## config.mk

```make
export PLATFORM = sky130hd
export DESIGN_NAME = key
export DESIGN_NICKNAME = d
export VERILOG_FILES = /design/src/rtl/key_pkg.sv /design/src/rtl/key_debounce.sv /design/src/rtl/key.sv
export SDC_FILE = /design/constraint.sdc
export NUM_CORES = 1
export LEC_CHECK = 0
export ABC_AREA = 1
export BUFFER_PORTS_ARGS = -buffer_cell sky130_fd_sc_hd__buf_2
export CORE_MARGIN = 2
export CORE_UTILIZATION = 59
export CTS_CLUSTER_DIAMETER = 40
export DETAILED_ROUTE_END_ITERATION = 8
export GPL_ROUTABILITY_DRIVEN = 0
export PLACE_DENSITY_LB_ADDON = 0.12
export SLEW_MARGIN = 5
export SYNTH_ARGS = -nofsm -noshare
export SYNTH_HDL_FRONTEND = slang
export SYNTH_SLANG_ARGS = --single-unit
```

## constraint.sdc

```tcl
create_clock -name clk -period 1.5 [get_ports clk]
set_input_delay 0.075 -clock clk [delete_from_list [all_inputs] [get_ports clk]]
set_output_delay 0.075 -clock clk [all_outputs]
set_load 0.1 [all_outputs]
```

## src/rtl/key_pkg.sv

```systemverilog
// Shared constants and types for the push-button debounce slice.
// Holds the default debounce window and the counter width.
package key_pkg;

   localparam int CNT_W = 20;

   typedef logic [CNT_W-1:0] cnt_t;

   // 20 ms at 50 MHz
   localparam cnt_t CNT_MAX_DEF = 20'd1_000_000;

endpackage

```

## src/rtl/key_debounce.sv

```systemverilog
// Synchronizes the raw active-low key and debounces it.
// Emits the accepted level and a press pulse ahead of the commit edge.
module key_debounce
   import key_pkg::*;
#(
   parameter cnt_t CNT_MAX = CNT_MAX_DEF
) (
   input  logic clk,
   input  logic rst_n,
   input  logic key1,
   output logic stable,
   output logic press
);

   localparam cnt_t LAST = CNT_MAX - cnt_t'(1);

   logic s1;
   logic s2;
   cnt_t cnt;

   // two-flop synchronizer for the asynchronous key input
   always_ff @(posedge clk) begin
      if (rst_n) begin
         s1 <= 1'b1;
         s2 <= 1'b1;
      end else begin
         s1 <= key1;
         s2 <= s1;
      end
   end

   // window counter: any agreement restarts it, full window commits
   always_ff @(posedge clk) begin
      if (rst_n) begin
         stable <= 1'b1;
         cnt    <= '0;
      end else if (s2 == stable) begin
         cnt <= '0;
      end else if (cnt == LAST) begin
         stable <= s2;
         cnt    <= '0;
      end else begin
         cnt <= cnt + cnt_t'(1);
      end
   end

   // high in the cycle whose closing edge commits stable 1->0
   assign press = (s2 != stable) && (cnt == LAST) && !s2;

endmodule

```

## src/rtl/key.sv

```systemverilog
// Push-button LED toggle: one toggle per debounced press.
// Debouncing lives in key_debounce; this level owns the LED register.
module key
   import key_pkg::*;
#(
   parameter cnt_t CNT_MAX = CNT_MAX_DEF
) (
   input  logic clk,
   input  logic rst_n,
   input  logic key1,
   output logic led0
);

   logic stable;
   logic press;

   key_debounce #(
      .CNT_MAX (CNT_MAX)
   ) u_deb (
      .clk    (clk),
      .rst_n  (rst_n),
      .key1   (key1),
      .stable (stable),
      .press  (press)
   );

   // toggle the LED on the edge where a press is accepted from release
   always_ff @(posedge clk) begin
      if (rst_n) begin
         led0 <= 1'b0;
      end else if (press && stable) begin
         led0 <= ~led0;
      end
   end

endmodule

```

==> impl_metrics.ini <==
[global_routing]
grtUsageTotal_pct = 20.9
global_route.overflow_total = 0
grt_start_max_net_pins = 16
grt_antenna_before_repair = 0
first_global_vias = 960
global_route_wire_length_before_repair_mm = 3.95

[timing]
period_needed_ps = 1380
grt_setup_unrepaired = false
finalCritPeriodShare_pct = 91.9
slew-limit-headroom_pct = 68.0
fin_clk_skew_ps = 4.26
final-hold-violation-count = 0
worst_slew_pin_slew_ps = 483
report.final.setup_viol = 0
drv_slew = 0
finalHoldWorstSlack_ps = 442
fmax_mhz = 726
final.setup.tns_ps = 0

[synth]
synth_sequential_area_ratio_pct = 38.4
yosysUniqueCellTypes = 26
top_area_cells_in_the_synthesized_netlist = dfxtp_1, nand2_1, nor2_2, nor2_1, inv_1
mappedNetlistNets = 173
yosys.area.top_type_share_pct = 38.4
mapped_avg_cell_area_um2 = 7.41
post_synth_instance_area_um2 = 1250
postSynthCellCount = 169
yosys_warnings = 0
post-synth-top-area-cell = dfxtp_1
flip_flop_and_latch_count_after_synthesis = 24

[hold_path]
min_delay_worst_type = flip-flop to flip-flop
min_delay_path_depth = 1
hold_path.startpoint = u_deb.s1
hold-path-endpoint = u_deb.s2

[route]
remaining_drc_errors = 0
wl_per_cell_um = 11.0
firstDrtPassIters = 4
drt-total-wl_mm = 2.27
initialDrtViolationCount = 16
avgViaCountPerCell = 5.05
via_count = 1045
ant_nets = 0

[floorplanning]
core_area_um2 = 1980
fp-row-count = 16
overall_die_width_um = 50.1
design.die.area_um2 = 2510
fp.dieH_um = 50.1
floorplan.initialDensity_pct = 63.2
top_level_ports = 4

[job]
cap_viol_max_count = 0

[placed_design]
dpl.hpwl_mm = 1.73
port-buffer-count = 3
place.detailed.instances = 200

[finish]
numnets_final = 185
flow.area_growth_from_synthesis_pct = 12.1
commonest_non_fill_non_tap_cells_in_the_layout = nand2_1, dfxtp_1, nor2_1
fin_util_pct = 70.8
drive_gt1_share_pct = 24.4
number_of_inserted_diodes = 0
final_cells = 207
final_common_cell = nand2_1

[critical_path]
rr_startpoint = u_deb.cnt[0]
timing.critical_path.mode_cell = dlygate4sd3_1
crit_path_start_kind = primary input
critPathArrivalTime_ps = 1590
timing.critical_path.cells = dlygate4sd3_1, buf_2, or2_2, dlygate4sd3_1
worstReg2RegEnd = u_deb.cnt[18]
timing.critical_path.buf_inv = 3
max_stage_delay_ps = 560
worstSetupEndpointType = flip-flop
critPathRequiredTime_ps = 1710
timing.reg2reg.worst_path_depth = 8
timing.critical_path.slowest_stage_cell = dlygate4sd3_1
critical_path.max_fanout = 4
timing.reg2reg.setup_slack_ps = 140
critical_path_class = primary input to flip-flop
critical_path.top_delay_family = buffers and inverters

[clocking]
tritoncts = yes
clk_pin_slew_worst_paths_ps = 130
root_buffer = clkbuf_4
cts.path.max_buffers = 2
cts_max_level = 1
insertion_delay_ps = 310
numClockSinks = 24
post_cts_setup_buffers = 0
cts_made_buffers = 3

[power]
ir_worst_vdd_mv = 0.640
design_power_total_w = 0.00101
p_leak_nw = 0.518
cellPowerDensity_nw_per_um2 = 716

[status]
outcome = completed
metrics by stage:
| step | cell area [um2] | setup WS, ps |
|---|---|---|
| global placement | 1320 | 109 |
| global route | 1400 | 22.9 |
| detailed placement | 1320 | 54.2 |
| CTS | 1380 | 23.5 |
| floorplan | 1250 | 124 |
| finish | 1400 | 122 |
where the power goes:
| group | internal [W] | switching, W | leakage (nW) |
|---|---|---|---|
| logic | 0.0000151 | 0.0000134 | 0.302 |
| registers | 0.000641 | 0.00000250 | 0.195 |
| clock network | 0.000148 | 0.000186 | 0.0210 |
state kept, by name, indices dropped and copies added (netlist names):
signal,cells
led0,1
u_deb.cnt,20
u_deb.s1,1
u_deb.s2,1
u_deb.stable,1
kinds of logic after synthesis:
logic type / after synthesis / synth area share, %
AO/OA/AOI/OAI: 11 / 5.80
AND/OR/NAND/NOR: 101 / 41.1
flip-flops: 24 / 38.4
adder cells (fa/ha/maj): 1 / 0.999
buffers and inverters: 23 / 7.49
XOR/XNOR: 9 / 6.29
area by class of cell:
cell class | instances | area, um2
timing repair buffer | 8 | 72.6
sequential | 24 | 483
fill | 146 | 578
clock buffer | 4 | 36.3
tap | 27 | 33.8
multi-input combinational | 122 | 696
inverter | 22 | 82.6
cell usage after synthesis:
cell      number
xnor2_1        3
nor3_2         1
xor2_1         6
nand3_1        7
nor2_8         1
nor2_2        17
nand3b_1       2
inv_1         19
buf_6          1
nand2_2        4
a31oi_1        1
o21ai_4        1
dfxtp_1       24
a21oi_1        6
or2_2          2
nor3_1         2
nor2_1        20
nand2_1       39
o21bai_1       1
inv_2          3
nand3_4        1
o21ai_0        1
ha_1           1
nor2_4         2
nand4_1        3
o211ai_1       1
how the worst max path moves through the flow:
stage,from,endpoint,slack [ps],cells past startpoint
global route,u_deb.cnt[0],u_deb.cnt[18],20,8
floorplan,u_deb.cnt[0],u_deb.cnt[9],120,7
detailed placement,u_deb.cnt[0],u_deb.cnt[14],50,7
CTS,u_deb.cnt[0],u_deb.cnt[19],20,7
global placement,u_deb.cnt[0],u_deb.cnt[11],110,7
finish,rst_n,u_deb.s1,120,4
metal layers:
layer	vias to the layer above	global-route usage, %	routed length, um
li1	541	-	-
met1	490	25.4	1030
met2	10	36.2	1150
met3	4	3.64	51
met4	0	8.33	40
met5	-	0	0
what timing repair did:
| item | in CTS | in global routing |
|---|---|---|
| setup endpoints to repair | 0 | 21 |
| hold buffers | 3 | 0 |
| gates resized for setup | 0 | 5 |
| hold endpoints to repair | 2 | 0 |
Note: power is estimated with default switching activity, not from simulation.
